$ cat config.mk
export PLATFORM = sky130hd
export DESIGN_NAME = demux1to8_32_buf
export DESIGN_NICKNAME = d
export VERILOG_FILES = /design/src/rtl/demux1to8_32_buf.sv
export SDC_FILE = /design/constraint.sdc
export NUM_CORES = 1
export LEC_CHECK = 0
export ABC_AREA = 1
export BUFFER_PORTS_ARGS = -buffer_cell sky130_fd_sc_hd__buf_2
export CORE_MARGIN = 3
export CORE_UTILIZATION = 40
export DETAILED_ROUTE_END_ITERATION = 10
export PLACE_DENSITY_LB_ADDON = 0.1
export SLEW_MARGIN = 20
export SYNTH_ARGS = -nofsm -noshare
export SYNTH_HDL_FRONTEND = slang
export SYNTH_SLANG_ARGS = --single-unit
$ cat constraint.sdc
create_clock -name clk -period 3.7 [get_ports clk]
set_input_delay 0.555 -clock clk [delete_from_list [all_inputs] [get_ports clk]]
set_output_delay 0.555 -clock clk [all_outputs]
set_load 0.01 [all_outputs]
$ cat src/rtl/demux1to8_32_buf.sv
// Registered 1-to-8 distributor: one valid/ready input stream fans out to eight
// single-entry output slots, each with its own valid/ready handshake.
`timescale 1ns/1ps
module demux1to8_32_buf #(
  parameter int unsigned WIDTH = 32,
  parameter int unsigned CNT_W = 16
) (
  input  logic                 clk,
  input  logic                 rst_n,
  input  logic                 in_valid,
  output logic                 in_ready,
  input  logic [WIDTH-1:0]     in_data,
  input  logic [2:0]           in_sel,
  input  logic                 in_bcast,
  output logic [7:0]           o_valid,
  input  logic [7:0]           o_ready,
  output logic [8*WIDTH-1:0]   o_data,
  output logic [CNT_W-1:0]     xfer_cnt
);

  logic [7:0]            valid_q, valid_d;
  logic [7:0][WIDTH-1:0] data_q, data_d;
  logic [CNT_W-1:0]      cnt_q, cnt_d;
  logic [7:0]            avail;
  logic [7:0]            wr_en;
  logic                  accept;

  // A slot draining this cycle can be refilled on the same edge.
  assign avail    = ~valid_q | o_ready;
  assign in_ready = in_bcast ? (&avail) : avail[in_sel];
  assign accept   = in_valid & in_ready;

  always_comb begin
    wr_en   = '0;
    valid_d = valid_q;
    data_d  = data_q;
    cnt_d   = cnt_q;
    for (int k = 0; k < 8; k++) begin
      wr_en[k]   = accept & (in_bcast | (in_sel == 3'(k)));
      valid_d[k] = wr_en[k] | (valid_q[k] & ~o_ready[k]);
      if (wr_en[k]) begin
        data_d[k] = in_data;
      end
    end
    if (accept) begin
      cnt_d = cnt_q + CNT_W'(1);
    end
  end

  always_ff @(posedge clk) begin
    if (!rst_n) begin
      valid_q <= '0;
      data_q  <= '0;
      cnt_q   <= '0;
    end else begin
      valid_q <= valid_d;
      data_q  <= data_d;
      cnt_q   <= cnt_d;
    end
  end

  assign o_valid  = valid_q;
  assign o_data   = data_q;
  assign xfer_cnt = cnt_q;

endmodule

==> qor.yml, run 1 <==
pwr:
  max-vdd-ir-drop_v: 0.0003627
  cellLeakagePower_nw: 8.469
  power_switching_share_pct: 28.42
  totalPowerFinal_w: 0.007759
  clockPowerShare_pct: 39.3
  cellPowerDensity_nw_per_um2: 529.8
  power.share.sequential_pct: 43.9
  share_comb_of_total_power_pct: 16.9
  switchingPower_w: 0.002206
  p_int_w: 0.005554
logic_synthesis:
  yosys.area.top_type_share_pct: 46.42
  synth_sequential_area_ratio_pct: 46.42
  post_synth_num_cell_types: 24
  synth_edf_count: 0
  synth_most_common_cell: "sky130_fd_sc_hd__nand2_1"
  syn-mean-instance-area_um2: 6.406
  synthTopCellsByCount: "569 x sky130_fd_sc_hd__nand2_1, 539 x sky130_fd_sc_hd__nor2_1, 285 x sky130_fd_sc_hd__inv_1"
  yosys_most_used_dff: "sky130_fd_sc_hd__dfxtp_1"
  netlist_area_um2: 12080
  synth-async-reset-ratio_pct: 0
  yosysTopAreaCell: "sky130_fd_sc_hd__dfxtp_1"
  yosys_warnings: 0
  netlist_instances: 1885
  ys_top_cells_by_area: "sky130_fd_sc_hd__dfxtp_1 46%, sky130_fd_sc_hd__nand2_1 18%, sky130_fd_sc_hd__nor2_1 17%"
  syn-num-nets: 1933
  ys_ff_latch: 280
detailed_routing:
  detail_route.wirelength_um: 34430
  drtPass1Iterations: 5
  via_to_cell_ratio: 4.353
  post-route-drc-count: 0
  antenna_violating_nets_post_route: 0
  detailed_router_s_first_iteration_violation_count: 620
  routed_wire_length_per_instance_um: 13.59
  vias: 11025
place:
  finalWeightedCongestion: 0.8219
  numPortBuffers: 327
  placed_insts: 2482
  place_hpwl_um: 22870
  place_worst_setup_slack_ns: 0.7442
grt:
  grt_start_max_net_pins: 113
  global_route.overflow_total: 0
  initial_antenna_violation_count: 0
  wire_length_of_the_first_global_routing_pass_um: 55170
  gr_util_all_layers_pct: 20.55
  number_of_global_route_vias_before_repair: 10120
floorplanning:
  floorplan.die.width_um: 179.7
  fp.coreArea_um2: 29250
  floorplan.rows: 62
  effective_utilization_at_floorplan_pct: 41.29
  die_y_um: 179.7
  ios: 328
  floorplan.die_area_um2: 32310
cts:
  cts_tree: "built"
  post_cts_resized: 0
  worst_skew_pair.late_latency_ns: 0.55
  clock_tree.buffer_depth: 3
  cts_setup_buffers: 0
  clock-sinks: 280
  clkSlewWorstSetupHoldPaths_ns: 0.06
  h-tree-depth: 1
  cts-hold-fix-buffers: 0
  root_buffer: "sky130_fd_sc_hd__clkbuf_16"
  cts_inserted_buffers: 31
critical_path:
  crit_slowest_cell: "sky130_fd_sc_hd__dfxtp_1"
  worst-setup-path-type: "register to primary output"
  worst_path_largest_cell_delay_ns: 0.32
  timing.reg2reg.setup_slack_ns: 1.10
  crit_required_ns: 3.14
  critical_path.reg2reg.startpoint: "o_valid[4]"
  critical_path.most_common_cell: "sky130_fd_sc_hd__nand2_1"
  worst_r2r_path_depth: 10
  cp-end-kind: "primary output"
  cp_max_fo: 20
  worstPathBufferInverterCount: 3
  cp_top_family: "simple AND/OR/NAND/NOR gates"
  timing.critical_path.from_type: "register"
  cell_chain_critical_path: "inv_1 -> nor2_1 -> nor3_1 -> nand2_1 -> nand2_1 -> buf_4 -> and2_1 -> buf_2"
  crit_arrival_ns: 2.13
  reg2reg_to: "o_data[89]"
min_path:
  worst_hold_startpoint: "o_ready[7]"
  holdPathEnd: "o_valid[7]"
  min_delay_path_depth: 4
  hold_wc_path_type: "input pin to register"
sta:
  worst_slew_margin_relative_to_its_limit_pct: 35.47
  tightest_slew_ns: 0.9660
  finalSetupViolCount: 0
  final_max_slew_viol_count: 0
  clock.fmax_mhz: 372.6
  finalWorstSetupSlack_ns: 1.016
  post-route-period-util_pct: 72.54
  tns_ns: 0
  final.min_clock_period_ns: 2.684
  timing_hold_violations_final: 0
  fin_worst_skew_ns: 0.01364
  setup_repair_after_global_routing_missed_its_margin: "false"
cells_and_area:
  layout-area-overhead-vs-synth_pct: 21.29
  ff_latch_area_um2: 5605
  antenna_diode_count: 0
  drive_gt1_share_pct: 18.15
  multi_input_gate_area_in_the_final_layout_um2: 4738
  finish.net_count: 2179
  finish.cell_count_without_fillers: 2533
  fillers: 3050
run:
  max-cap-violations: 0
run_status:
  status: "finished clean"
## kinds of logic after synthesis
family	after synthesis	share of synthesized area [%]
simple gates	1151	36.84
flops	280	46.42
xor+xnor	11	0.7979
buf+inv	411	14.56
compound gates	31	1.285
fa+ha+maj	1	0.1036
## worst max path at each step
stage	startpoint	slack, ns	to	cells after the start
floorplan	o_ready[6]	1.61	in_ready	9
finish	o_valid[4]	1.02	in_ready	8
global route	o_valid[4]	0.83	o_data[95]	9
CTS	o_valid[1]	0.99	in_ready	10
global placement	in_sel[1]	0.81	o_data[15]	13
detailed placement	o_ready[5]	0.74	o_data[89]	12
## worst register-to-register path: stages, from the launching register on
cell and delay, ns:
sky130_fd_sc_hd__dfxtp_1 0.32, sky130_fd_sc_hd__inv_1 0.05, sky130_fd_sc_hd__nor2_1 0.06, sky130_fd_sc_hd__nor3_1 0.21, sky130_fd_sc_hd__nand2_1 0.08, sky130_fd_sc_hd__nand2_1 0.23
sky130_fd_sc_hd__buf_4 0.32, sky130_fd_sc_hd__nand4_4 0.77, sky130_fd_sc_hd__nand2_1 0.30, sky130_fd_sc_hd__nand2_1 0.08, sky130_fd_sc_hd__nor2_1 0.10
## per-stage QoR
| stage | hold WS, ns | util [%] | instance area, um2 |
|---|---|---|---|
| floorplan | 0.5065 | - | 12080 |
| global placement | 0.4859 | 46.69 | 13650 |
| detailed placement | 0.4876 | 46.69 | 13650 |
| CTS | 0.2665 | 50.08 | 14650 |
| global route | 0.2883 | 50.08 | 14650 |
| finish | 0.2939 | 50.08 | 14650 |
## power by group through the flow
stage | clock [W] | sequential [W] | combinational, W
global placement | 0 | 0.00346 | 0.00130
detailed placement | 0 | 0.00347 | 0.00132
CTS | 0.00313 | 0.00341 | 0.00133
finish | 0.00305 | 0.00340 | 0.00131
global route | 0.00326 | 0.00344 | 0.00150
floorplan | 0 | 0.00359 | 0.000728
## flip-flops by register name, summed over array words and instances (netlist names)
signal    flops
o_valid       8
xfer_cnt     16
o_data      256
## layer usage
metal | GRT usage (%) | share of wire, %
met5 | 0 | 0
met4 | 5.043 | 2.4
met3 | 6.447 | 8.4
met2 | 34.14 | 46
met1 | 26.12 | 44
## cell type report
type / count / area share, %
clock buffer: 43 / 5.946
clock inverter: 8 / 0.8286
inverter: 285 / 7.304
multi-input combinational: 1194 / 32.35
sequential: 280 / 38.27
tap: 384 / 3.280
timing repair buffer: 339 / 12.02
## cell usage in the layout, fill, tap and decap left out, types with 3 or more instances in the layout
| cell type | netlist | final |
|---|---|---|
| sky130_fd_sc_hd__dfxtp_1 | 280 | 280 |
| sky130_fd_sc_hd__nor2_1 | 539 | 539 |
| sky130_fd_sc_hd__clkinv_2 | 0 | 3 |
| sky130_fd_sc_hd__buf_4 | 15 | 10 |
| sky130_fd_sc_hd__xor2_1 | 9 | 9 |
| sky130_fd_sc_hd__clkbuf_1 | 36 | 7 |
| sky130_fd_sc_hd__clkbuf_16 | 0 | 31 |
| sky130_fd_sc_hd__inv_1 | 285 | 285 |
| sky130_fd_sc_hd__nor3_1 | 4 | 4 |
| sky130_fd_sc_hd__bufinv_16 | 0 | 3 |
| sky130_fd_sc_hd__buf_2 | 61 | 326 |
| sky130_fd_sc_hd__nand3_1 | 8 | 8 |
| sky130_fd_sc_hd__a21oi_1 | 22 | 22 |
| sky130_fd_sc_hd__nand4_1 | 22 | 22 |
| sky130_fd_sc_hd__nand4_4 | 0 | 3 |
| sky130_fd_sc_hd__clkbuf_8 | 0 | 6 |
| sky130_fd_sc_hd__nand2_1 | 569 | 569 |
| sky130_fd_sc_hd__o21ai_0 | 9 | 9 |
Power figures use the tool's default switching activity.
==> run 2, diff against run 1 <==
==> constraint.sdc (replaced) <==
create_clock -name clk -period 2.6 [get_ports clk]
set_input_delay 0.39 -clock clk [delete_from_list [all_inputs] [get_ports clk]]
set_output_delay 0.39 -clock clk [all_outputs]
set_load 0.01 [all_outputs]
==> run 2 against run 1 <==
Cell area increased by 1.1%. Combinational power increased by 45%. Die area unchanged. Register-to-register slack got worse by 0.52 ns. Critical path type unchanged. Critical endpoint unchanged. Largest cell class unchanged. Largest power group unchanged.
==> qor.yml, run 2 (synthesized netlist as in run 1, its figures left out) <==
detailed_routing:
  post-route-drc-count: 0  # unchanged
  via_to_cell_ratio: 4.387  # +0.80%
  detail_route.wirelength_um: 35040  # +1.8%
  vias: 11183  # +1.4%
  detailed_router_s_first_iteration_violation_count: 633  # +2.1%
  routed_wire_length_per_instance_um: 13.75  # +1.1%
  drtPass1Iterations: 6  # +1
  antenna_violating_nets_post_route: 0  # unchanged
cells_and_area:
  commonest_non_fill_non_tap_cell_in_the_layout: "sky130_fd_sc_hd__nand2_1"
  finish.net_count: 2189  # +0.46%
  fillers: 3080  # +0.98%
  largest_reg_flops: 256  # unchanged
  leading_cell_types_in_the_layout_fill_and_taps_excluded: "568 x sky130_fd_sc_hd__nand2_1, 539 x sky130_fd_sc_hd__nor2_1, 326 x sky130_fd_sc_hd__buf_2"
  post-route-cell-area_um2: 14810  # +1.1%
  drive_gt1_share_pct: 18.75  # +0.60 points
  layout-area-overhead-vs-synth_pct: 22.63
  antenna_diode_count: 0  # unchanged
  finalCoreUtilization_pct: 50.63  # +0.55 points
pwr:
  clockPowerShare_pct: 38.5  # -0.8 points
  switchingPower_w: 0.003157  # +43%
  cellPowerDensity_nw_per_um2: 741.7  # +40%
  power.share.sequential_pct: 44.1  # +0.2 points
  p_int_w: 0.007825  # +41%
  share_comb_of_total_power_pct: 17.3  # +0.4 points
  power_switching_share_pct: 28.75  # +0.32 points
  cellLeakagePower_nw: 8.555  # +1.0%
  max-vdd-ir-drop_v: 0.0004337  # +20%
cts:
  cts_setup_buffers: 0  # unchanged
  h-tree-depth: 1  # unchanged
  clock_tree.buffer_depth: 3  # unchanged
  root_buffer: "sky130_fd_sc_hd__clkbuf_16"
  cts_tree: "built"
  clock-sinks: 280  # unchanged
  cts_inserted_buffers: 31  # unchanged
  clkSlewWorstSetupHoldPaths_ns: 0.06  # about the same
  worst_skew_pair.late_latency_ns: 0.55  # about the same
  cts-hold-fix-buffers: 0  # unchanged
critical_path:
  cp_max_fo: 10  # -50%
  crit_required_ns: 2.21  # -0.93 ns
  timing.critical_path.from_type: "register"
  critical_path.most_common_cell: "sky130_fd_sc_hd__nand2_1"
  cell_chain_critical_path: "nand2_1 -> nand2_1 -> nor3_1 -> nand2_1 -> nand2_2 -> buf_4 -> and2_1 -> buf_2"
  crit_slowest_cell: "sky130_fd_sc_hd__dfxtp_1"
  worst_path_largest_cell_delay_ns: 0.32  # about the same
  worst-setup-path-type: "register to primary output"
  cp_top_family: "simple AND/OR/NAND/NOR gates"
  worstPathBufferInverterCount: 2  # -1
  crit_arrival_ns: 2.01  # -0.12 ns
  cp-end-kind: "primary output"
place:
  numPortBuffers: 327  # unchanged
  detailed_place.area_um2: 13800  # +1.0%
  finalWeightedCongestion: 0.8369  # +1.8%
  place_hpwl_um: 23880  # +4.4%
run_status:
  status: "finished clean"
grt:
  grt_start_max_net_pins: 121  # +7.1%
  wire_length_of_the_first_global_routing_pass_um: 55620  # +0.81%
  global_route.overflow_total: 0  # unchanged
  initial_antenna_violation_count: 0  # unchanged
  number_of_global_route_vias_before_repair: 10264  # +1.4%
  gr_util_all_layers_pct: 20.67  # +0.12 points
floorplanning:
  effective_utilization_at_floorplan_pct: 41.29  # unchanged
  die_y_um: 179.7  # unchanged
  ios: 328  # unchanged
  floorplan.die.width_um: 179.7  # unchanged
  fp.coreArea_um2: 29250  # unchanged
  floorplan.rows: 62  # unchanged
  floorplan.die_area_um2: 32310  # unchanged
sta:
  setup_repair_after_global_routing_missed_its_margin: "false"
  tightest_slew_ns: 0.7513  # -0.2147 ns
  timing_hold_violations_final: 0  # unchanged
  final_max_slew_viol_count: 0  # unchanged
  tns_ns: 0  # unchanged
  clock.fmax_mhz: 416.3
  finalSetupViolCount: 0  # unchanged
  finalHoldWorstSlack_ns: 0.1460  # -0.1479 ns
  final.min_clock_period_ns: 2.402
  post-route-period-util_pct: 92.40
  worst_slew_margin_relative_to_its_limit_pct: 49.86  # +14 points
  fin_worst_skew_ns: 0.01255  # -0.001086 ns
run:
  max-cap-violations: 0  # unchanged
min_path:
  hold_wc_path_type: "input pin to register"
==> run 2: power by group through the flow <==
stage          sequential (W)  clock (W)  combinational [W]
6_report              0.00485    0.00423            0.00190
2_1_floorplan         0.00511          0            0.00104
4_1_cts               0.00485    0.00436            0.00193
3_3_place_gp          0.00493          0            0.00188
5_1_grt               0.00489    0.00453            0.00217
3_5_place_dp          0.00494          0            0.00192
==> run 2: worst register-to-register path, cell delays in order, from the launching register on <==
cell and delay [ns]:
sky130_fd_sc_hd__dfxtp_1 0.34, sky130_fd_sc_hd__inv_1 0.04, sky130_fd_sc_hd__nor2_1 0.20, sky130_fd_sc_hd__nand2_1 0.08, sky130_fd_sc_hd__nand2_1 0.08, sky130_fd_sc_hd__nor2_2 0.04
sky130_fd_sc_hd__nand2_2 0.11, sky130_fd_sc_hd__nand3_4 0.22, sky130_fd_sc_hd__nand4_1 0.19, sky130_fd_sc_hd__buf_4 0.38, sky130_fd_sc_hd__nand2_1 0.11, sky130_fd_sc_hd__nand2_1 0.08
sky130_fd_sc_hd__nor2_1 0.04
==> run 2: routing by layer <==
| layer | up-vias | wire length (um) | global-route usage (%) |
|---|---|---|---|
| met5 | - | 0 | 0 |
| met4 | 0 | 871 | 4.858 |
| met3 | 51 | 2872 | 6.528 |
| met2 | 273 | 16060 | 34.76 |
| met1 | 4946 | 15230 | 25.98 |
| li1 | 5913 | - | - |
==> run 2: worst paths after layout <==
check                                   from  cells past startpoint           end  slack (ns)
worst min-delay path              o_ready[4]                      4    o_valid[4]        0.15
worst max register to register    o_valid[7]                     12   o_data[192]        0.58
worst max-delay path              o_valid[5]                      8      in_ready        0.20
worst min register to register  xfer_cnt[13]                      2  xfer_cnt[13]        0.50
==> run 2: area by class of cell <==
cell class / count / area, um2 / share of cell area (%)
Sequential cell: 280 / 5605 / 37.85
Multi-Input combinational cell: 1195 / 4751 / 32.08
Timing Repair Buffer: 348 / 1903 / 12.85
Inverter: 285 / 1070 / 7.224
Clock buffer: 50 / 957.2 / 6.464
Tap cell: 384 / 480.5 / 3.245
Clock inverter: 7 / 41.29 / 0.2788
==> run 2: repair_timing <==
action | in CTS | in global routing
gates resized for setup | 0 | 1
setup endpoints to repair | 0 | 1
endpoints found under the hold margin | 0 | 0
==> run 2: per-stage QoR <==
step	std cells	setup WS (ns)	total power, W
detailed placement	2491	0.3230	0.006856
CTS	2548	0.002336	0.01114
finish	2549	0.1977	0.01098
global route	2549	0.04005	0.01159
floorplan	1885	0.8420	0.006147
global placement	2491	0.3602	0.006812
